`src/rtl/ysyx_2022040010_if_bridge_pkg.sv`:
```
// Shared widths, the NOP encoding and the fetch FSM encoding for the IF bridge.
package ysyx_2022040010_if_bridge_pkg;

    localparam int INST_ADDR_W = 64;               // InstAddrBus 63:0
    localparam int INST_W      = 32;               // InstBus 31:0
    localparam int MEM_DATA_W  = 64;               // MemDataBus 63:0
    localparam int TAG_W       = INST_ADDR_W - 3;  // doubleword-aligned line tag

    // addi x0,x0,0 -- substituted for an instruction whose fetch failed
    localparam logic [INST_W-1:0] NOP_INST_DEFAULT = 32'h0000_0013;

    typedef enum logic [1:0] {
        ST_IDLE = 2'd0,
        ST_REQ  = 2'd1,
        ST_WAIT = 2'd2,
        ST_ERR  = 2'd3
    } fetch_state_e;

endpackage

```
`src/rtl/ysyx_2022040010_if_line.sv`:
```
// One-doubleword instruction line buffer: valid bit, tag, data, tag compare
// and 32-bit word select.
module ysyx_2022040010_if_line
    import ysyx_2022040010_if_bridge_pkg::*;
(
    input  logic                   clk,
    input  logic                   rst,
    input  logic                   fill_i,
    input  logic [TAG_W-1:0]       fill_tag_i,
    input  logic [MEM_DATA_W-1:0]  fill_data_i,
    input  logic                   inv_i,
    input  logic [INST_ADDR_W-1:2] addr_i,
    output logic                   hit_o,
    output logic [INST_W-1:0]      word_o
);

    logic                  valid_q;
    logic [TAG_W-1:0]      tag_q;
    logic [MEM_DATA_W-1:0] data_q;

    // Valid bit: cleared by reset or invalidate, set by a fill.
    always_ff @(posedge clk) begin
        // NOTE: state registers use non-blocking assignments so every flop samples pre-edge values.
        if (rst) begin
            valid_q <= 1'b0;
        end else if (inv_i) begin
            valid_q <= 1'b0;
        end else if (fill_i) begin
            valid_q <= 1'b1;
        end
    end

    // Tag and data capture on fill.
    always_ff @(posedge clk) begin
        // NOTE: tag/data are deliberately not reset; valid_q alone qualifies them.
        if (fill_i && !inv_i) begin
            tag_q  <= fill_tag_i;
            data_q <= fill_data_i;
        end
    end

    assign hit_o  = valid_q && (tag_q == addr_i[INST_ADDR_W-1:3]);
    assign word_o = addr_i[2] ? data_q[63:32] : data_q[31:0];

endmodule

```
`src/rtl/ysyx_2022040010_if_bridge.sv`:
```
// Instruction-fetch bridge: serves 32-bit fetches from a one-line buffer and
// refills it over a valid/ready 64-bit bus, stalling the front end on a miss.
module ysyx_2022040010_if_bridge
    import ysyx_2022040010_if_bridge_pkg::*;
#(
    parameter logic [31:0] NOP_INST = NOP_INST_DEFAULT
) (
    input  logic        clk,
    input  logic        rst,
    input  logic        inst_ce_i,
    input  logic [63:0] inst_addr_i,
    input  logic        flush_i,
    output logic [31:0] inst_data_o,
    output logic        stall_o,
    output logic        fetch_err_o,
    output logic        mem_req_valid_o,
    input  logic        mem_req_ready_i,
    output logic [63:0] mem_req_addr_o,
    input  logic        mem_resp_valid_i,
    input  logic [63:0] mem_resp_data_i,
    input  logic        mem_resp_err_i
);

    fetch_state_e      state_q, state_d;
    logic              drop_q, drop_d;
    logic [TAG_W-1:0]  req_tag_q, req_tag_d;

    logic              line_hit;
    logic [31:0]       line_word;
    logic              line_fill;

    logic              stall;
    logic              fetch_err;
    logic [31:0]       inst_data;
    logic              req_valid;

    // Fetches are word aligned; the byte offset bits carry no information.
    logic              unused_addr_bits;
    assign unused_addr_bits = ^inst_addr_i[1:0];

    ysyx_2022040010_if_line u_line (
        .clk         (clk),
        .rst         (rst),
        .fill_i      (line_fill),
        .fill_tag_i  (req_tag_q),
        .fill_data_i (mem_resp_data_i),
        .inv_i       (flush_i),
        .addr_i      (inst_addr_i[63:2]),
        .hit_o       (line_hit),
        .word_o      (line_word)
    );

    // FSM state and response-drop flag.
    always_ff @(posedge clk) begin
        if (rst) begin
            state_q <= ST_IDLE;
            drop_q  <= 1'b0;
        end else begin
            state_q <= state_d;
            drop_q  <= drop_d;
        end
    end

    // Request tag; only meaningful while a request is outstanding.
    always_ff @(posedge clk) begin
        req_tag_q <= req_tag_d;
    end

    // Next-state and fetch-side outputs.
    always_comb begin
        // NOTE: every signal driven here gets a default first so no latch is inferred.
        state_d   = state_q;
        drop_d    = drop_q;
        req_tag_d = req_tag_q;
        line_fill = 1'b0;
        stall     = 1'b0;
        fetch_err = 1'b0;
        inst_data = 32'h0;
        req_valid = 1'b0;

        case (state_q)
            ST_IDLE: begin
                if (inst_ce_i) begin
                    if (line_hit) begin
                        inst_data = line_word;
                    end else begin
                        stall     = 1'b1;
                        req_tag_d = inst_addr_i[63:3];
                        state_d   = ST_REQ;
                    end
                end
            end
            ST_REQ: begin
                req_valid = 1'b1;
                stall     = inst_ce_i;
                if (flush_i) drop_d = 1'b1;
                if (mem_req_ready_i) state_d = ST_WAIT;
            end
            ST_WAIT: begin
                stall = inst_ce_i;
                if (flush_i) drop_d = 1'b1;
                if (mem_resp_valid_i) begin
                    // A flush seen now or earlier discards the response entirely.
                    state_d = ST_IDLE;
                    drop_d  = 1'b0;
                    if (!(drop_q || flush_i)) begin
                        if (mem_resp_err_i) begin
                            state_d = ST_ERR;
                        end else begin
                            line_fill = 1'b1;
                        end
                    end
                end
            end
            ST_ERR: begin
                inst_data = NOP_INST;
                fetch_err = 1'b1;
                state_d   = ST_IDLE;
            end
            default: state_d = ST_IDLE;
        endcase
    end

    assign stall_o         = !rst && stall;
    assign fetch_err_o     = !rst && fetch_err;
    assign inst_data_o     = rst ? 32'h0 : inst_data;
    assign mem_req_valid_o = !rst && req_valid;
    assign mem_req_addr_o  = rst ? 64'h0 : {req_tag_q, 3'b000};

endmodule
```
`config.mk`:
```
export PLATFORM = sky130hd
export DESIGN_NAME = ysyx_2022040010_if_bridge
export DESIGN_NICKNAME = d
export VERILOG_FILES = /design/src/rtl/ysyx_2022040010_if_bridge_pkg.sv /design/src/rtl/ysyx_2022040010_if_line.sv /design/src/rtl/ysyx_2022040010_if_bridge.sv
export SDC_FILE = /design/constraint.sdc
export NUM_CORES = 1
export LEC_CHECK = 0
export ABC_AREA = 1
export CORE_ASPECT_RATIO = 1.4
export CORE_MARGIN = 3
export CORE_UTILIZATION = 35
export CTS_CLUSTER_DIAMETER = 80
export DETAILED_ROUTE_END_ITERATION = 8
export DONT_BUFFER_PORTS = 1
export GPL_ROUTABILITY_DRIVEN = 1
export MAX_ROUTING_LAYER = met4
export PLACE_DENSITY = 0.48
export SLEW_MARGIN = 0
export SYNTH_ARGS = -nofsm -noshare
export SYNTH_HDL_FRONTEND = slang
export SYNTH_SLANG_ARGS = --single-unit
```
`constraint.sdc`:
```
create_clock -name clk -period 20.3 [get_ports clk]
set_input_delay 3.045 -clock clk [delete_from_list [all_inputs] [get_ports clk]]
set_output_delay 3.045 -clock clk [all_outputs]
set_load 0.005 [all_outputs]
```
; Yosys cells after proc, flatten, opt, wreduce, memory -nomap -nowiden
; Index checks and enable logic that the tools add are counted.
[totals]
wordCells = 54
in_bits = 135
ff_bits = 190
output_inout_bits = 99
[op_classes]
n_reduce_logical = 14
mux = 25
n_bitwise = 1
n_eq_ne = 8
[op_table]
columns = op, count
row1 = $mux W32, 4
row2 = $mux W64, 1
row3 = $pmux W32 S2, 1
row4 = $eq A61 B61 Y1, 1
row5 = $mux W2, 6
row6 = $mux W1, 10
row7 = $ne A2 B2 Y1 const B, 4
row8 = $pmux W2 S4, 1
row9 = $logic_and A1 B1 Y1, 5
row10 = $eq A2 B2 Y1 const B, 2
row11 = $pmux W1 S2, 2
row12 = $reduce_and A4 Y1, 1
row13 = $reduce_or A2 Y1, 2
row14 = $reduce_and A3 Y1, 1
row15 = $eq A2 B1 Y1 const B, 1
row16 = $logic_not A1 Y1, 2
row17 = $logic_not A2 Y1, 1
row18 = $reduce_bool A2 Y1, 1
row19 = $logic_or A1 B1 Y1, 1
row20 = $not A1 Y1, 1

; Logic depth before layout (Yosys ltp)
; Gate-level depths: netlist (run 1).
[logic_depth]
depth_word = 6
ltp_mapped = 13
mapped_depth_nobuf = 13

; Hierarchy
; From an unflattened synthesis (run 1), not the netlist that was laid out.
[hier_totals]
cells_unflattened = 744
hier_area_um2 = 8400.6
[modules_own_cells]
columns = mod, n_inst, area_each_um2, seq_area_each_um2, cells_per_inst
row1 = ysyx_2022040010_if_line, 1, 5388.9, 3773.6, 455
row2 = ysyx_2022040010_if_bridge, 1, 3011.6, 1891.8, 289

; Worst setup path before layout (run 1)
; Ideal clock, no wire load.
[synth_path]
path_type = in2reg
startpoint = input port mem_resp_err_i
endpoint = register u_line.data_q[0] (enable)
setup_time_ps = 932
slack_ps = 4149
stages = 1
t_required_ps = 19368
n_path_buf = 0
arrival_time_ps = 15219
path_cell_list = nor4_1
[synth_via]
elab_chain_cells = 5
[synth_rtl]
columns = element, line
row1 = "start, declared", ysyx_2022040010_if_bridge.sv:21  ; input logic mem_resp_err_i
row2 = $mux W1, ysyx_2022040010_if_bridge.sv:107  ; if (mem_resp_err_i) begin
row3 = $mux W1, ysyx_2022040010_if_bridge.sv:106  ; if (!(drop_q || flush_i)) begin
row4 = $mux W1, ysyx_2022040010_if_bridge.sv:102  ; if (mem_resp_valid_i) begin
row5 = $mux W1, ysyx_2022040010_if_bridge.sv:81  ; case (state_q)
row6 = $logic_and A1 B1 Y1, ysyx_2022040010_if_line.sv:36  ; if (fill_i && !inv_i) begin
row7 = "end signal, assigned", ysyx_2022040010_if_line.sv:38  ; data_q <= fill_data_i;
row8 = "end, declared", ysyx_2022040010_if_line.sv:19  ; logic [MEM_DATA_W-1:0] data_q;
; No other way between the ends.
; A chain may end at the register's enable or synchronous reset.

; Worst setup path in the final report (run 1)
[layout_path]
startpoint = input port inst_addr_i[35]
endpoint = output port inst_data_o[0]
[layout_via]
elab_chain_cells = 6
[layout_rtl]
columns = element, line
row1 = "start, declared", ysyx_2022040010_if_bridge.sv:11  ; input logic [63:0] inst_addr_i,
row2 = $eq A61 B61 Y1, ysyx_2022040010_if_line.sv:42  ; assign hit_o = valid_q && (tag_q == addr_i[INST_ADDR_W-1:3]);
row3 = $logic_and A1 B1 Y1, ysyx_2022040010_if_line.sv:42
row4 = $mux W32, ysyx_2022040010_if_bridge.sv:84  ; if (line_hit) begin
row5 = $mux W32, ysyx_2022040010_if_bridge.sv:83  ; if (inst_ce_i) begin
row6 = $pmux W32 S2, ysyx_2022040010_if_bridge.sv:81
row7 = $mux W32, ysyx_2022040010_if_bridge.sv:126  ; assign inst_data_o = rst ? 32'h0 : inst_data;
row8 = "end, declared", ysyx_2022040010_if_bridge.sv:13  ; output logic [31:0] inst_data_o,
; No other way between the ends.

==> results of run 1 <==
==> power breakdown <==
part           total (mW)  internal [mW]  switching [mW]
clock               0.309          0.166           0.143
sequential          0.510          0.490          0.0197
combinational      0.0977         0.0269          0.0709
==> cell type report <==
type                            instances  area (µm²)  share of cell area
Tap cell                              301         377              0.0420
Inverter                              148         556              0.0619
Clock buffer                           17         425              0.0474
Timing Repair Buffer                    3        22.5             0.00251
Sequential cell                       190        5670               0.631
Multi-Input combinational cell        387        1830               0.204
Clock inverter                         14         104              0.0116
==> synthesized netlist by cell type, drive strengths merged <==
library cell,count,area share
clkbuf,10,0.0046
a21oi,3,0.0018
edfxtp,186,0.69
xor2,2,0.0022
o21ai,19,0.012
conb,1,0.00046
nor3,1,0.00062
buf,7,0.0075
mux2i,32,0.039
nand2,128,0.059
inv,148,0.068
ha,6,0.0092
dfxtp,4,0.0099
nor4,1,0.00077
nand4,2,0.0034
xnor2,3,0.0032
nor2,181,0.085
nand3,4,0.0025
a31oi,1,0.00077
a221oi,1,0.0011
==> stage by stage <==
step	setup WS, ps	total power, mW
6_report	12530	0.916
5_1_grt	12210	0.962
4_1_cts	12380	0.932
3_5_place_dp	12380	0.618
3_3_place_gp	12430	0.613
2_1_floorplan	4150	0.594
==> metal layers <==
metal	share of wire	up-vias	wire length [µm]
li1	-	2344	-
met1	0.41	2174	7150
met2	0.49	183	8680
met3	0.087	16	1530
met4	0.014	0	238
met5	0	-	0
==> cells by family (layout without fill, tap and decap cells) <==
kind of cell	count (synthesis)	after routing	synth area share
AOI/OAI and AO/OA	24	24	0.0159
xor gates and xnor gates	5	5	0.00539
adders and majority gates	6	6	0.00924
buffers and inverters	165	182	0.0805
DFF	190	190	0.697
muxes	32	32	0.0394
other	1	3	0.000462
and+or+nand+nor	317	317	0.152
==> worst min-delay path by stage <==
stage | from | to | cells past startpoint
2_1_floorplan | req_tag_q[0] | u_line.tag_q[0] | 0
3_3_place_gp | req_tag_q[24] | u_line.tag_q[24] | 0
3_5_place_dp | req_tag_q[38] | u_line.tag_q[38] | 0
4_1_cts | req_tag_q[60] | u_line.tag_q[60] | 0
5_1_grt | req_tag_q[37] | u_line.tag_q[37] | 0
6_report | req_tag_q[5] | u_line.tag_q[5] | 0
==> state kept, by name (all words and copies together), names as in the netlist <==
signal,flops
drop_q,1
req_tag_q,61
state_q,2
u_line.data_q,64
u_line.tag_q,61
u_line.valid_q,1
==> worst reg2reg max path: stages (launching register included) <==
cell and delay, ps:
sky130_fd_sc_hd__dfxtp_1 360, sky130_fd_sc_hd__inv_1 150, sky130_fd_sc_hd__ha_1 230, sky130_fd_sc_hd__nand2_1 100, sky130_fd_sc_hd__nor4_2 140, sky130_fd_sc_hd__buf_4 570
sky130_fd_sc_hd__buf_4 890
==> key figures, run 1 <==
Timing
  • Fmax: about 0.13 GHz
  • Total negative slack for setup checks: 0 ps
  • Setup repair after global routing missed its margin: false
  • Worst max-slew margin expressed relative to the limit: 0.328
  • Hold slack: 451 ps
  • Measured slew at the worst slew-check pin: around 1000 ps
  • Post-layout minimum cycle time: roughly 8000 ps
  • Final clock skew: 11.0 ps
  • Final cycle utilization of the critical path: 0.383
  • Number of slew-limit violations in the final report: 0
  • Final setup vio count: 0
  • Total count of hold-check failures in the final report: 0

Synth
  • Count of warnings emitted by yosys: 0
  • Post-synthesis cell type count: 26
  • Proportion of synthesized chip area in sequential cells: 0.697
  • Synthesis-stage register bit count: 190
  • Post-synthesis area per instance: ~11 µm²
  • Synthesized instance count: 740
  • Cell Area, Synth: 8130 µm²

Cells and area
  • Number of diodes: 0
  • Commonest non-fill, non-tap cell in the layout: sky130_fd_sc_hd__edfxtp_1
  • Filler instances: 2216
  • Fraction of layout instances using a drive strength above 1: 0.0514
  • Final core utilization: 0.396
  • Post-layout instance area: 8980 µm²
  • Most used cells in the layout excluding fill and tap cells: sky130_fd_sc_hd__edfxtp_1, sky130_fd_sc_hd__nor2_1, sky130_fd_sc_hd__inv_1
  • Cell Count, Final, Fillers Out: approximately 1100
  • Area overhead of the layout relative to synthesis: 10.5%
  • Total Nets Final: 888

Setup path
  • Cell seen most often among critical-path stages: sky130_fd_sc_hd__nor2_1
  • Cell family with the largest share of critical-path delay: simple AND/OR/NAND/NOR gates
  • Data arrival, critical path: 4720 ps
  • Reg2reg path depth: 6
  • Critical path class: primary input to primary output
  • CP Capture Point: inst_data_o[0]
  • Worst path max stage delay: approximately 460 ps
  • Type of destination of the critical path: primary output
  • Worst path cell trace: nor2_1, nor2_1, nor2_1, nand2_1, nor2_1, nand2_1, nor2_2, nand4_4, o21ai_0
  • Crit path max-delay cell type: sky130_fd_sc_hd__nand4_4
  • CP max FO: 32
  • Launch point of the critical path: inst_addr_i[35]
  • Reg-to-reg critical path startpoint: state_q[0]
  • Launching element type of the critical path: primary input
  • Endpoint of the most critical register-to-register path: u_line.tag_q[5]
  • Critical path depth: 9
  • Reg-to-reg setup timing slack: 17390 ps
  • Buffers plus inverters on the worst setup path: 0
  • Data required time of the critical path: between 15000 and 20000 ps

Global route
  • Number of global-route vias before repair: 4749
  • Most crowded layer after global routing: met2
  • Tot GR Track Use: 0.142
  • Met3 Resource Use GR: 0.0560
  • Met1 Use GR: 0.163
  • Antenna violations before repair: 0
  • Total congestion overflow: 0
  • Met2 routing resource usage after global routing: 0.230
  • Wire length of the first global-routing pass: 26700 µm
  • Largest net degree at the start of global routing: 79

Clock network
  • Number of instances resized during post-cts repair: 0
  • Clk Tree Root Cell: sky130_fd_sc_hd__clkbuf_16
  • CTS Hold Bufs: 0
  • Longest Clk Path Bufs: 2
  • Insertion delay of the later-clocked pin in the worst-skew pair: 430 ps
  • Post-CTS Setup Repair Bufs: 0
  • Clk pin slew, worst setup/hold paths: 60 ps
  • TritonCTS clock tree: built
  • H-tree levels: 4
  • Number of buffers created by CTS: 17
  • Count of clock tree sinks: 190

Drt
  • Count of unresolved DRC violations after routing: 0
  • Number of design-rule violations left by the first detailed-router iteration: 263
  • Total routed wirelength: approximately 18000 µm
  • Routed len/inst: 16.6 µm
  • Detailed-router iteration count before antenna repair: 4
  • Post-route ant nets: 0
  • Per-cell via count in the routed design: 4.45
  • Vias after detailed routing: 4717

Pwr
  • Max VDD drop: a little over 60 µV
  • Power per cell area: just over 100 nW/µm²
  • Leakage power: 3.78 nW

Place
  • Number of instances in the placed design: 1029
  • Final Wtd Congestion: between 0.8 and 0.9
  • Post-DP HPWL: 12500 µm
  • Placed instance area: 8450 µm²
  • IO Port Bufs: 0

Floorplan
  • Effective utilization at floorplan: 0.358
  • Row Count: 65
  • Area of the die: 25100 µm²
  • Die width: 135 µm
  • Number of top-level design ports: ~230
  • Core area: 22700 µm²
  • Height of the die: approximately 190 µm

Run status
  • Status: finished clean

Flow run
  • Max_cap viols: 0

Min path
  • Hold Path Class: flip-flop to flip-flop
No activity file was read; power rests on OpenSTA's default activity.
==> inputs of run 2 (changes only) <==
Settings changed: PLACE_DENSITY 0.48 to 0.5.
Clock period 20.3 ns to 6.4 ns, I/O delays scaled along.
==> run 2 against run 1 <==
Effect of this change:
- sequential share of layout area decreased by 0.24 points
- die area unchanged
- largest cell class unchanged
- non-clock buffer count unchanged
- core utilization increased by 0.15 points
- register-to-register slack got worse by 13000 ps
- sequential cell count unchanged
==> key figures, run 2 (same netlist as run 1, synthesis figures left out) <==
Min path
  • Hold Crit Depth: 0 (unchanged)
  • Hold Path Class: flip-flop to flip-flop
  • Worst hold path endpoint: u_line.tag_q[0]
  • Hold Startpoint: req_tag_q[0]

Global route
  • Number of global-route vias before repair: 4818 (+1.5%)
  • Antenna violations before repair: 0 (unchanged)
  • Wire length of the first global-routing pass: 26300 µm (-1.3%)
  • Total congestion overflow: 0 (unchanged)
  • Tot GR Track Use: 0.141 (-0.000781)
  • Largest net degree at the start of global routing: 79 (unchanged)

Timing
  • Number of slew-limit violations in the final report: 0 (unchanged)
  • Post-layout minimum cycle time: 3650 ps
  • Measured slew at the worst slew-check pin: 968 ps (-39.5 ps)
  • Total negative slack for setup checks: 0 ps (unchanged)
  • Fmax: 0.274 GHz
  • Hold slack: 446 ps (-4.40 ps)
  • Worst max-slew margin expressed relative to the limit: 0.355 (+0.0263)
  • Final setup vio count: 0 (unchanged)
  • Worst setup slack after layout: 2750 ps (-9780 ps)
  • Final clock skew: 11.9 ps (+0.914 ps)
  • Setup repair after global routing missed its margin: false
  • Total count of hold-check failures in the final report: 0 (unchanged)
  • Final cycle utilization of the critical path: 0.570

Clock network
  • Clk Tree Root Cell: sky130_fd_sc_hd__clkbuf_16
  • Number of buffers created by CTS: 17 (unchanged)
  • Number of instances resized during post-cts repair: 0 (unchanged)
  • Post-CTS Setup Repair Bufs: 0 (unchanged)
  • H-tree levels: 4 (unchanged)
  • Insertion delay of the later-clocked pin in the worst-skew pair: 430 ps (about the same)
  • TritonCTS clock tree: built
  • Longest Clk Path Bufs: 2 (unchanged)
  • CTS Hold Bufs: 0 (unchanged)
  • Clk pin slew, worst setup/hold paths: 70 ps (about the same)
  • Count of clock tree sinks: 190 (unchanged)

Setup path
  • Worst path cell trace: nor2_1, nor2_1, nor2_1, nand2_1, nor2_1, nand2_1, nor2_2, nand4_4, o21ai_0
  • Launching element type of the critical path: primary input
  • Reg-to-reg critical path startpoint: u_line.tag_q[32]
  • Critical path class: primary input to primary output
  • Crit path max-delay cell type: sky130_fd_sc_hd__nand4_4
  • Data required time of the critical path: 5440 ps (-11820 ps)
  • CP max FO: 32 (unchanged)
  • Cell seen most often among critical-path stages: sky130_fd_sc_hd__nor2_1
  • Reg2reg path depth: 12 (+6)
  • Worst path max stage delay: 450 ps (about the same)
  • Endpoint of the most critical register-to-register path: req_tag_q[19]
  • Type of destination of the critical path: primary output
  • Data arrival, critical path: 2690 ps (-2030 ps)
  • Reg-to-reg setup timing slack: 4090 ps (-13300 ps)

Place
  • Final Wtd Congestion: 0.836 (+2.9%)
  • Post-DP HPWL: 12200 µm (-1.9%)
  • IO Port Bufs: 0 (unchanged)
  • Pre-CTS setup slack: 2610 ps (-9780 ps)
  • Number of instances in the placed design: 1029 (unchanged)
  • Placed instance area: 8460 µm² (+0.10%)

Pwr
  • Leakage power: 3.80 nW (+0.39%)
  • Sum of internal, switching and leakage power: 2.93 mW (+220%)
  • Max VDD drop: 212 µV (+250%)
  • Power per cell area: 326 nW/µm² (+220%)

Drt
  • Count of unresolved DRC violations after routing: 0 (unchanged)
  • Detailed-router iteration count before antenna repair: 4 (unchanged)
  • Vias after detailed routing: 4757 (+0.85%)
  • Routed len/inst: 16.3 µm (-2.1%)
  • Post-route ant nets: 0 (unchanged)
  • Number of design-rule violations left by the first detailed-router iteration: 263 (unchanged)
  • Per-cell via count in the routed design: 4.48 (+0.75%)
  • Total routed wirelength: 17300 µm (-2.0%)

Cells and area
  • Max reg flops: 64 (unchanged)
  • Final core utilization: 0.397 (+0.00149)
  • Post-layout instance area: 9010 µm² (+0.38%)
  • Total Nets Final: 888 (unchanged)
  • Most used cells in the layout excluding fill and tap cells: sky130_fd_sc_hd__edfxtp_1, sky130_fd_sc_hd__nor2_1, sky130_fd_sc_hd__inv_1
  • Largest registers in the final layout: u_line.data_q: 64 flops, req_tag_q: 61 flops, u_line.tag_q: 61 flops
  • Commonest non-fill, non-tap cell in the layout: sky130_fd_sc_hd__edfxtp_1
  • Area overhead of the layout relative to synthesis: 10.9%
  • Cell Count, Final, Fillers Out: 1061 (+0.094%)
  • Largest register by flop count: u_line.data_q
  • Fraction of layout instances using a drive strength above 1: 0.0579 (+0.00651)
  • Number of diodes: 0 (unchanged)

Flow run
  • Max_cap viols: 0 (unchanged)

Floorplan
  • Number of top-level design ports: 234 (unchanged)
  • Die width: 135 µm (unchanged)
  • Effective utilization at floorplan: 0.358 (unchanged)
  • Row Count: 65 (unchanged)
  • Core area: 22700 µm² (unchanged)
  • Height of the die: 186 µm (unchanged)
  • Area of the die: 25100 µm² (unchanged)

Run status
  • Status: finished clean
-- run 2: changes by cell type in the layout (fill, tap and decap cells not counted) --
cell,previous run,this run
sky130_fd_sc_hd__bufinv_16,1,0
sky130_fd_sc_hd__nor4_2,1,0
sky130_fd_sc_hd__clkinv_1,5,1
sky130_fd_sc_hd__nor4_4,0,1
sky130_fd_sc_hd__inv_6,0,4
sky130_fd_sc_hd__inv_8,0,4
sky130_fd_sc_hd__clkinv_2,3,1
-- run 2: worst max-delay path, delay by kind of cell --
kind	cells	cell delay, ps
compound gates	1	420
simple gates	8	1290
-- run 2: metal layers --
metal,vias up,global-route usage,wire length (µm)
met5,-,-,0
met4,0,0.0513,286
met3,22,0.0522,1540
met2,194,0.234,8720
met1,2190,0.157,6710
li1,2351,-,-
-- run 2: cell type report --
cell class | instances | area [µm²]
clock buffer | 17 | 425
tap | 301 | 377
timing repair buffer | 3 | 22.5
multi-input combinational | 387 | 1840
inverter | 148 | 556
sequential | 190 | 5670
fill | 2184 | 13700
clock inverter | 15 | 129
-- run 2: worst max-delay path by stage --
stage	to	startpoint	depth (start not counted)	slack, ps
after floorplan	u_line.data_q[0]	mem_resp_valid_i	2	930
after global placement	inst_data_o[1]	inst_addr_i[13]	9	2650
after detailed placement	inst_data_o[1]	inst_addr_i[13]	9	2610
after CTS	inst_data_o[1]	inst_addr_i[13]	9	2610
after global routing	inst_data_o[1]	inst_addr_i[15]	9	2480
final	inst_data_o[1]	inst_addr_i[13]	9	2750
-- run 2: power by group --
part           internal, mW  switching [mW]  total, mW
combinational        0.0848           0.224      0.308
sequential             1.55          0.0650       1.62
clock                 0.512           0.493       1.01
==> inputs of run 3 (changes only) <==
Clock period 6.4 ns to 3 ns, I/O delays scaled along.
==> run 3 against run 2 <==
Effect of this change:
- register-to-register slack got worse by 3400 ps
- design area increased by 1.6%
- total power increased by 120%
- final cell count about the same
- die area unchanged
- sequential power increased by 110%
- core utilization increased by 0.63 points
- non-clock buffer count increased by 1
- critical path depth increased by 1
- critical endpoint is now inst_data_o[0]
- largest power group unchanged
- highest routed layer unchanged
==> key figures, run 3 (same netlist as run 1, synthesis figures left out) <==
Run status
  • Status: finished clean

Floorplan
  • Area of the die: 25100 µm² (unchanged)
  • Row Count: 65 (unchanged)
  • Number of top-level design ports: 234 (unchanged)
  • Die width: 135 µm (unchanged)
  • Core area: 22700 µm² (unchanged)
  • Height of the die: 186 µm (unchanged)
  • Effective utilization at floorplan: 0.358 (unchanged)

Drt
  • Number of design-rule violations left by the first detailed-router iteration: 240 (-8.7%)
  • Routed len/inst: 16.2 µm (-0.30%)
  • Count of unresolved DRC violations after routing: 0 (unchanged)
  • Post-route ant nets: 0 (unchanged)
  • Total routed wirelength: 17200 µm (-0.21%)
  • Vias after detailed routing: 4670 (-1.8%)
  • Per-cell via count in the routed design: 4.40 (-1.9%)
  • Detailed-router iteration count before antenna repair: 4 (unchanged)

Pwr
  • Max VDD drop: 403 µV (+90%)
  • Share of total power consumed by net switching: 0.248 (-0.0189)
  • P_int: 4.89 mW (+130%)
  • Relative contribution of sequential cells to total power: 0.532 (-0.020)
  • Leakage power: 3.86 nW (+1.6%)
  • Power per cell area: 710 nW/µm² (+120%)
  • Relative contribution of combinational cells to total power: 0.107 (+0.002)
  • Sum of internal, switching and leakage power: 6.50 mW (+120%)
  • Psw: 1.61 mW (+110%)
  • Clock power share: 0.361 (+0.018)

Cells and area
  • Fraction of layout instances using a drive strength above 1: 0.0657 (+0.00781)
  • Largest registers in the final layout: u_line.data_q: 64 flops, req_tag_q: 61 flops, u_line.tag_q: 61 flops
  • Filler instances: 2161 (-1.1%)
  • Total Nets Final: 889 (+0.11%)
  • Multi-input combinational cell area: 1860 µm² (+1.1%)
  • Sequential cell area: 5670 µm² (about the same)
  • Max reg flops: 64 (unchanged)
  • Most used cells in the layout excluding fill and tap cells: sky130_fd_sc_hd__edfxtp_1, sky130_fd_sc_hd__nor2_1, sky130_fd_sc_hd__inv_1
  • Number of diodes: 0 (unchanged)
  • Area overhead of the layout relative to synthesis: 12.6%
  • Largest register by flop count: u_line.data_q
  • Commonest non-fill, non-tap cell in the layout: sky130_fd_sc_hd__edfxtp_1

Setup path
  • Worst path max stage delay: 390 ps (-60 ps)
  • Type of destination of the critical path: primary output
  • Data arrival, critical path: 2220 ps (-470 ps)
  • Crit path max-delay cell type: sky130_fd_sc_hd__edfxtp_1
  • Launching element type of the critical path: flip-flop
  • Buffers plus inverters on the worst setup path: 1 (+1)
  • CP max FO: 32 (unchanged)
  • Data required time of the critical path: 2550 ps (-2890 ps)
  • Cell seen most often among critical-path stages: sky130_fd_sc_hd__nor2_1
  • Critical path class: flip-flop to primary output
  • Worst path cell trace: nor2_1, nor2_1, nor2_1, nand2_1, nor2_1, nand2_1, nor2_2, nand4_4, buf_12, o21ai_0
  • Cell family with the largest share of critical-path delay: simple AND/OR/NAND/NOR gates

Flow run
  • Max_cap viols: 0 (unchanged)

Min path
  • Hold Path Class: primary input to flip-flop

Timing
  • Post-layout minimum cycle time: roughly 2700 ps
  • Final clock skew: 12.0 ps (+0.108 ps)
  • Fmax: 0.375 GHz
  • Final cycle utilization of the critical path: 0.889
  • Measured slew at the worst slew-check pin: 613 ps (-355 ps)
  • Worst max-slew margin expressed relative to the limit: 0.591 (+0.236)
  • Total negative slack for setup checks: 0 ps (unchanged)
  • Number of slew-limit violations in the final report: 0 (unchanged)
  • Setup repair after global routing missed its margin: false
  • Total count of hold-check failures in the final report: 0 (unchanged)
  • Final setup vio count: 0 (unchanged)

Place
  • IO Port Bufs: 0 (unchanged)
  • Post-DP HPWL: 12300 µm (+0.94%)
  • Final Wtd Congestion: 0.830 (-0.69%)

Global route
  • Largest net degree at the start of global routing: 78 (-1.3%)
  • Wire length of the first global-routing pass: 26000 µm (-1.2%)
  • Total congestion overflow: 0 (unchanged)
  • Number of global-route vias before repair: 4733 (-1.8%)
  • Antenna violations before repair: 0 (unchanged)
  • Tot GR Track Use: 0.140 (-0.000880)

Clock network
  • Number of buffers created by CTS: 17 (unchanged)
  • Number of instances resized during post-cts repair: 0 (unchanged)
  • Count of clock tree sinks: 190 (unchanged)
  • Clk Tree Root Cell: sky130_fd_sc_hd__clkbuf_16
  • TritonCTS clock tree: built
  • H-tree levels: 4 (unchanged)
  • Post-CTS Setup Repair Bufs: 0 (unchanged)
  • Clk pin slew, worst setup/hold paths: 70 ps (about the same)
  • CTS Hold Bufs: 0 (unchanged)
  • Longest Clk Path Bufs: 2 (unchanged)
  • Insertion delay of the later-clocked pin in the worst-skew pair: 430 ps (about the same)
## run 3: cell types whose count changed in the layout (fill, tap and decap cells not counted), sizes merged
cell      previous run  this run
inv                156       149
bufinv               0         3
clkbuf              17        20
clkinv               4         7
clkinvlp             3         1
buf                  3         4
## run 3: routing by layer
layer / track usage / vias up / routed length, µm
li1: - / 2342 / -
met1: 0.153 / 2141 / 6860
met2: 0.238 / 169 / 8670
met3: 0.0519 / 18 / 1360
met4: 0.0469 / 0 / 316
met5: - / - / 0
## run 3: area by class of cell
type,instances,share of cell area
Clock buffer,20,0.0499
Clock inverter,12,0.0175
Inverter,148,0.0607
Multi-Input combinational cell,387,0.203
Sequential cell,190,0.619
Tap cell,301,0.0411
Timing Repair Buffer,4,0.00875
## run 3: path summary, 6_finish.rpt
kind / startpoint / slack, ps / depth (start not counted) / end
max: u_line.tag_q[32] / 330 / 10 / inst_data_o[0]
min: flush_i / 90 / 1 / u_line.valid_q
max reg2reg: u_line.tag_q[44] / 670 / 12 / req_tag_q[52]
min reg2reg: req_tag_q[53] / 450 / 0 / u_line.tag_q[53]
## run 3: power groups by stage
stage / Combinational (mW) / Sequential, mW / Clock [mW]
floorplan: 0.528 / 3.48 / 0
global placement: 0.700 / 3.49 / 0
detailed placement: 0.711 / 3.51 / 0
CTS: 0.717 / 3.45 / 2.43
global route: 0.802 / 3.49 / 2.54
finish: 0.695 / 3.45 / 2.35
## run 3: through the flow
step	hold WS (ps)	setup slack [ps]	area, µm²	cells	util
floorplan	426	-2070	8170	742	-
global placement	432	578	8540	1030	0.376
detailed placement	435	589	8540	1030	0.376
CTS	56.8	211	9150	1062	0.403
global route	58.1	30.2	9150	1062	0.403
finish	86.8	334	9150	1062	0.403
